<file path="config.mk">
export PLATFORM = sky130hd
export DESIGN_NAME = if_fetch_stage
export DESIGN_NICKNAME = d
export VERILOG_FILES = /design/src/rtl/if_fetch_stage.sv
export SDC_FILE = /design/constraint.sdc
export NUM_CORES = 1
export LEC_CHECK = 0
export ABC_AREA = 1
export CAP_MARGIN = 20
export CORE_MARGIN = 10
export CORE_UTILIZATION = 35
export CTS_CLUSTER_DIAMETER = 60
export DETAILED_ROUTE_END_ITERATION = 10
export GPL_TIMING_DRIVEN = 0
export PLACE_DENSITY = 0.63
export SLEW_MARGIN = 20
export SYNTH_ARGS = -nofsm -noshare
export SYNTH_HDL_FRONTEND = slang
export SYNTH_SLANG_ARGS = --single-unit
</file>
<file path="constraint.sdc">
create_clock -name clk -period 5.7 [get_ports clk]
set_clock_uncertainty 0.1 [all_clocks]
set_input_delay 0.57 -clock clk [delete_from_list [all_inputs] [get_ports clk]]
set_output_delay 0.57 -clock clk [all_outputs]
set_load 0.005 [all_outputs]
</file>
<file path="src/rtl/if_fetch_stage.sv">
// Instruction-fetch stage: owns the PC, fetches over a req/ready handshake and
// buffers up to two {pc, instr} pairs for IF/ID. Optional FETCH_PERF_CNT_EN adds counters.
module if_fetch_stage #(
    parameter logic [31:0] RESET_PC  = 32'h0000_0000,
    parameter logic [31:0] NOP_INSTR = 32'h0000_0013
) (
    input  logic        clk,
    input  logic        rst_n,
    input  logic        stall,
    input  logic        redirect,
    input  logic [31:0] redirect_pc,
    output logic        imem_req,
    output logic [31:0] imem_addr,
    input  logic        imem_ready,
    input  logic [31:0] imem_rdata,
    output logic [31:0] PC_out,
    output logic [31:0] instr_out,
    output logic        instr_valid
`ifdef FETCH_PERF_CNT_EN
    ,
    output logic [31:0] fetch_cnt,
    output logic [31:0] wait_cnt
`endif
);

    logic [31:0] pc;
    logic [31:0] fifo_pc    [2];
    logic [31:0] fifo_instr [2];
    logic        rd_ptr;
    logic        wr_ptr;
    logic [1:0]  count;

    logic        consume;
    logic        not_full;
    logic        transfer;

    // A request is issued whenever the buffer will have room at the edge,
    // counting the slot freed by a same-cycle consume.
    always_comb begin
        consume  = !stall && (count != 2'd0);
        not_full = (count != 2'd2);
        imem_req = rst_n && !redirect && (not_full || consume);
        transfer = imem_req && imem_ready;
    end

    assign imem_addr = pc;

    always_ff @(posedge clk or negedge rst_n) begin
        if (!rst_n) begin
            pc     <= RESET_PC;
            rd_ptr <= 1'b0;
            wr_ptr <= 1'b0;
            count  <= 2'd0;
        end else if (redirect) begin
            pc     <= redirect_pc;
            rd_ptr <= 1'b0;
            wr_ptr <= 1'b0;
            count  <= 2'd0;
        end else begin
            if (transfer) begin
                pc     <= pc + 32'd4;
                wr_ptr <= ~wr_ptr;
            end
            if (consume) begin
                rd_ptr <= ~rd_ptr;
            end
            if (transfer && !consume) begin
                count <= count + 2'd1;
            end else if (!transfer && consume) begin
                count <= count - 2'd1;
            end
        end
    end

    // Buffer storage carries no reset; entries are only visible while count says so.
    always_ff @(posedge clk) begin
        if (transfer) begin
            fifo_pc[wr_ptr]    <= pc;
            fifo_instr[wr_ptr] <= imem_rdata;
        end
    end

    always_comb begin
        instr_valid = (count != 2'd0);
        PC_out      = 32'h0;
        instr_out   = NOP_INSTR;
        if (instr_valid) begin
            PC_out    = fifo_pc[rd_ptr];
            instr_out = fifo_instr[rd_ptr];
        end
    end

`ifdef FETCH_PERF_CNT_EN
    always_ff @(posedge clk or negedge rst_n) begin
        if (!rst_n) begin
            fetch_cnt <= 32'd0;
            wait_cnt  <= 32'd0;
        end else begin
            if (transfer) begin
                fetch_cnt <= fetch_cnt + 32'd1;
            end
            if (imem_req && !imem_ready) begin
                wait_cnt <= wait_cnt + 32'd1;
            end
        end
    end
`endif

endmodule
</file>
==> run_results.csv <==
group,metric,value,unit
synth,synthesis.nets,818,
synth,synth_cell_types,31,
drt,drc,0,
floorplan,pin_count,167,
pwr,clockPowerShare,31.8,%
timing,slew_viol_final,0,
pwr,seq_power_share,40.1,%
setup_path,cp_top_family,"buffers and inverters",
synth,postSynthCellCount,748,
clock_network,root_buffer,"clkbuf_16",
final_layout,drive_above_1_share,8.193,%
synth,avgSynthCellArea,9.772,um^2
placement,placed_cell_area,9462,um^2
floorplan,initial_core_util,35.89,%
grt,track_usage,15.08,%
timing,rsz0062_at_grt,"no",
timing,fmaxAchievable,0.3110,GHz
clock_network,cts_buffer_depth,2,
timing,timing.final.crit_share,56.41,%
setup_path,cp.arrival,2.55,ns
placement,routabilityCongestion,0.8395,
drt,ant_nets,0,
floorplan,die_w,164.5,um
clock_network,cts_buffers,17,
setup_path,crit_buf_inv,3,
setup_path,start_kind,"flip-flop",
synth,yosysWarningCount,0,
clock_network,post_cts_buffers,0,
final_layout,finalInstanceArea,10060,um^2
floorplan,fp.dieH,164.5,um
final_layout,syn2layout_area_growth,37.62,%
pwr,p_leak,0.003891,uW
setup_path,crit_fanout,10,
clock_network,cts_resized,0,
floorplan,rows,52,
setup_path,cp.required,5.03,ns
clock_network,cts_tree,"done",
setup_path,worstSetupPathDepth,5,
setup_path,crit_chain,"inv_2 -> clkbuf_1 -> nand2_1 -> a21oi_1 -> clkdlybuf4s50_1",
timing,worst_slew_pin_slew,0.5930,ns
final_layout,fillers,1878,
run,maxCapViolCount,0,
grt,grt_start_max_net_pins,25,
setup_path,cpPeakStageDelay,0.59,ns
final_layout,multi_input_area,2236,um^2
timing,setup_violations,0,
synth,yosysSeqAreaShare,64.91,%
grt,antenna_found_initial,0,
floorplan,coreArea,20360,um^2
worst_hold_path,holdCritPathClass,"in -> async",
drt,via_per_inst,4.644,
clock_network,cts_sinks,164,
timing,hold_viol_final,0,
synth,async_flop_share,21.95,%
placement,hpwlAfterDp,15.25,mm
clock_network,htreeDepth,4,
pwr,powerDensity,359.4,nW/um^2
grt,grt_pass1_wl,31.12,mm
grt,grt.overflow.total,0,
final_layout,antenna_cells,0,
setup_path,crit_type,"reg -> out",
drt,drt-pass1-iter-count,5,
floorplan,dieArea,27070,um^2
clock_network,cts.clk_slew.worst_paths,0.07,ns
synth,synth.cell_area,7310,um^2
pwr,p_comb_share,28.1,%
pwr,p_int,2536,uW
drt,routedWlPerCell,16.81,um
grt,grt_pass1_vias,5477,
drt,wirelength,20.55,mm
final_layout,seq_area,4745,um^2
setup_path,endpoint_kind,"output pin",
pwr,power_switching_share,29.85,%
placement,port_buffers,165,
timing,max-slew-margin-rel,60.47,%
timing,fin_crit,3.216,ns
pwr,power.switching,1079,uW
setup_path,cpMaxStageDelayCell,"clkdlybuf4s50_1",
outcome,status,"finished clean",
synth,synth_flop_cell,"edfxtp_1",
timing,hold_ws,0.03782,ns
final_layout,nets,1009,
synth,synth-edff-count,128,
clock_network,worstSkewPairLatency,0.43,ns
pwr,ir_drop,0.0002183,V
drt,drt_iter0_drc,412,
drt,vias,5675,
synth,ys_ff_latch,164,
clock_network,hold_buffers,0,
setup_path,reg2regPathDepth,6,
[final cells by class]
cell class / count / area share (%)
plain buffers: 27 / 1.381
multi-input cells: 504 / 22.23
clock buffers: 18 / 4.266
repair buffers: 172 / 17.89
clock inverters: 14 / 1.679
inverters: 53 / 2.040
flip-flops and latches: 164 / 47.16
well taps: 270 / 3.358
[sequential cells by signal, summed over array words and instances (netlist names)]
name	flops
count	2
wr_ptr	1
fifo_pc	64
rd_ptr	1
imem_addr	32
fifo_instr	64
[Yosys cell counts, types with 2 or more instances]
cell,number,area [um^2]
inv_4,2,12.51
nand2_4,2,22.52
o21ai_0,15,75.07
nand2_2,2,12.51
xnor2_1,3,26.28
a21oi_1,63,315.3
clkbuf_1,17,63.81
nor2_4,2,22.52
xor2_1,9,78.83
buf_2,6,30.03
o21bai_1,2,15.01
o211ai_1,3,22.52
nand2_1,310,1164
inv_2,4,15.01
nand3_1,36,180.2
inv_1,46,172.7
nor2_2,9,56.30
nand3_2,2,20.02
nor2_1,40,150.1
edfxtp_1,128,3844
dfrtp_1,36,900.9
buf_6,2,22.52
[kinds of logic (layout without fill, tap and decap cells)]
kind of cell    Yosys count  count (layout)  synth area share [%]
compound gates           84              84                 5.922
flops                   164             164                 64.91
xor+xnor                 12              12                 1.438
simple gates            407             407                 22.85
buf+inv                  80             284                 4.707
fa+ha+maj                 1               1                0.1711
[cells in the final DEF (no fill, tap or decap), types with 2 or more instances in the layout]
cell type / Yosys / layout
buf_12: 0 / 2
edfxtp_1: 128 / 128
nor2_4: 2 / 4
a21oi_1: 63 / 63
clkinvlp_4: 0 / 3
o211ai_1: 3 / 3
nand2_4: 2 / 2
bufinv_16: 0 / 2
o21ai_0: 15 / 15
inv_4: 2 / 2
buf_16: 0 / 3
buf_2: 6 / 7
nor2_2: 9 / 9
nand3_2: 2 / 2
nand2_1: 310 / 310
xor2_1: 9 / 9
clkbuf_16: 0 / 17
buf_6: 2 / 2
nand2_2: 2 / 2
dfrtp_1: 36 / 36
buf_8: 1 / 3
inv_2: 4 / 4
inv_6: 0 / 4
clkbuf_1: 17 / 18
o21bai_1: 2 / 2
xnor2_1: 3 / 3
clkdlybuf4s50_1: 0 / 164
nand3_1: 36 / 36
nor2_1: 40 / 38
inv_8: 0 / 3
clkinv_4: 0 / 2
inv_1: 46 / 46
[power groups by stage]
stage,clock (uW),sequential (uW),combinational [uW]
floorplan,0,1450,405
global placement,0,1480,1020
detailed placement,0,1470,1040
CTS,1170,1450,1050
global route,1220,1460,1120
finish,1150,1450,1020
[routing by layer]
layer | vias to the layer above | share of wire, % | wire length (um) | global-route usage, %
li1 | 2852 | - | - | -
met1 | 2638 | 45 | 9265 | 18.99
met2 | 167 | 47 | 9633 | 25.01
met3 | 18 | 7.0 | 1432 | 4.356
met4 | 0 | 1.0 | 213 | 3.784
met5 | - | 0 | 0 | 0
[worst paths after layout]
path | startpoint | end | slack (ns)
max | rd_ptr | PC_out[18] | 2.48
min reg2reg | imem_addr[1] | fifo_pc[1][1] | 0.40
min | rst_n | imem_addr[23] | 0.04
max reg2reg | count[0] | fifo_pc[1][28] | 3.63
min in group clk | redirect | imem_addr[0] | 0.38
max in group asynchronous | rst_n | imem_addr[1] | 4.94
[through the flow]
stage                     setup WS (ns)  power, uW  TNS, ns  instances  util (%)
after global routing              2.372       3799        0       1222     49.40
final                             2.484       3615        0       1222     49.40
after CTS                         2.489       3662        0       1222     49.40
after global placement           -2.367       2497  -304.57       1183     45.66
after floorplan                   1.428       1859        0        748         -
after detailed placement          2.814       2514        0       1190     46.46
Note: power is estimated with default switching activity, not from simulation.
==> RTL change, RTL diff (same flow settings) <==
Add a define of `FETCH_PERF_CNT_EN`.
--- a/src/rtl/if_fetch_stage.sv
+++ b/src/rtl/if_fetch_stage.sv
@@ -2,2 +2,4 @@
 // buffers up to two {pc, instr} pairs for IF/ID. Optional FETCH_PERF_CNT_EN adds counters.
+`define FETCH_PERF_CNT_EN
+
 module if_fetch_stage #(
Check against the original RTL (old outputs only; new: fetch_cnt and wait_cnt): equivalent (Yosys induction, for registers that start in step).
==> RTL change against the unedited design <==
  * Synthesized area rose by 55%
  * Synthesized cell count is 87% higher
  * Sequential cell count is 64 higher
  * Routed wire length up 74%
  * Sequential power up 39%
  * Via count increased by 78%
  * Cell area increased by 53%
  * Power is 38% higher
  * Global-route usage rose by 2.2 points
  * First-iteration DRC count increased by 67%
  * Setup slack got worse by 240 ps
  * Cell count rose by 74%
  * Clock power grew 59%
==> RTL change: results (changes against the unedited design) <==
stage;metric;value;unit;change
placement;PortBufs;229;;+39%
placement;routability congestion estimate;0.943;;+12%
power_and_ir_drop;Max IR drop VDD;0.000230;V;+5.2%
placement;placement-stage worst setup slack;2720;ps;-90.7 ps
global_routing;vias in the first global route;9893;;+81%
synthesis;top cells by area, synth;edfxtp_1 (34%), dfrtp_1 (22%), nand2_1 (21%);;
synthesis;Yosys cell types;34;;+9.7%
layout;share of layout cells above drive strength 1;5.67;%;-2.5 points
synthesis;most frequent cells after synthesis;nand2_1 (626), nor2_1 (161), edfxtp_1 (128), inv_1 (106), dfrtp_1 (100);;
placement;DP Cell Count;2069;;+74%
placement;placed cell areas;14400;um2;+52%
synthesis;synthesized area per cell;8.12;um2;-17%
power_and_ir_drop;leakage power;0.00624;uW;+60%
power_and_ir_drop;combinational share of power;23.2;%;-4.9 points
timing;worst hold slack;367;ps;+329 ps
power_and_ir_drop;Power Density;325;nW/um2;-9.6%
placement;hpwl dp;26700;um;+75%
run_status;status;complete, no violations;;
critical_path;Reg-to-Reg End;fifo_pc[1][31]$_DFFE_PP_;;
route;Post-Route WL;35700;um;+74%
critical_path;Worst EP arrival;2790;ps;+240 ps
clocking;Max Buffers Root-to-Sink;3;;+1
route;DRT iter0 DRCs;690;;+67%
route;DR vias;10095;;+78%
global_routing;initial antenna violation count;6;;+6
clocking;Worst-Skew Late Latency;560;ps;+130 ps
synthesis;asr flop ratio synth;43.9;%;+22 points
route;first-pass detailed-route iteration total;7;;+2
layout;nets@finish;1740;;+72%
critical_path;slowest stage cell, crit path;clkbuf_1;;
synthesis;xor and xnor fraction of the mapped netlist area;2.62;%;+1.2 points
global_routing;global router's overall resource usage;17.3;%;+2.2 points
RTL change: changes by cell type in the layout (fill, tap and decap cells not counted), moves of 5 or more:
cell / change
clkbuf_16: +14
xnor2_1: +8
dfrtp_1: +64
xor2_1: +14
clkbuf_1: +5
nand2_1: +316
nand4_1: +13
nor2_1: +121
clkdlybuf4s50_1: +64
nand3_1: +30
inv_1: +60
o21ai_1: +5
RTL change: layout make-up:
class                   count  share of cell area, %
well taps                 435                   3.54
flip-flops and latches    228                   41.3
diodes                      3                 0.0488
inverters                 110                   2.68
multi-input cells        1024                   28.8
clock inverters            16                  0.830
plain buffers              36                   1.16
clock buffers              41                   5.55
repair buffers            237                   16.1
RTL change: how the worst max path moves through the flow:
stage | cells past startpoint | endpoint | startpoint | slack (ps)
2_1_floorplan | 6 | fifo_instr[1][0]$_DFFE_PP_ | redirect | 1090
3_3_place_gp | 7 | fifo_instr[1][20]$_DFFE_PP_ | rst_n | -5810
3_5_place_dp | 4 | PC_out[9] | count[0]$_DFFE_PN0P_ | 2720
4_1_cts | 4 | PC_out[9] | count[0]$_DFFE_PN0P_ | 2130
5_1_grt | 4 | PC_out[9] | count[0]$_DFFE_PN0P_ | 2050
6_report | 4 | PC_out[9] | count[0]$_DFFE_PN0P_ | 2240
RTL change: routing by layer:
layer	global-route usage [%]	up-vias	routed length [um]	share of wire, %
li1	-	5001	-	-
met1	22.7	4690	15600	44
met2	27.2	341	15900	45
met3	4.53	57	3060	8.6
met4	5.59	6	1080	3.0
met5	0	-	41	0.11
RTL change: critical path, delay by kind of cell, from the launching register on:
| kind | cells | cell delay [ps] |
|---|---|---|
| compound gates | 1 | 130 |
| buf+inv | 2 | 1140 |
| flops | 1 | 420 |
| simple gates | 1 | 550 |
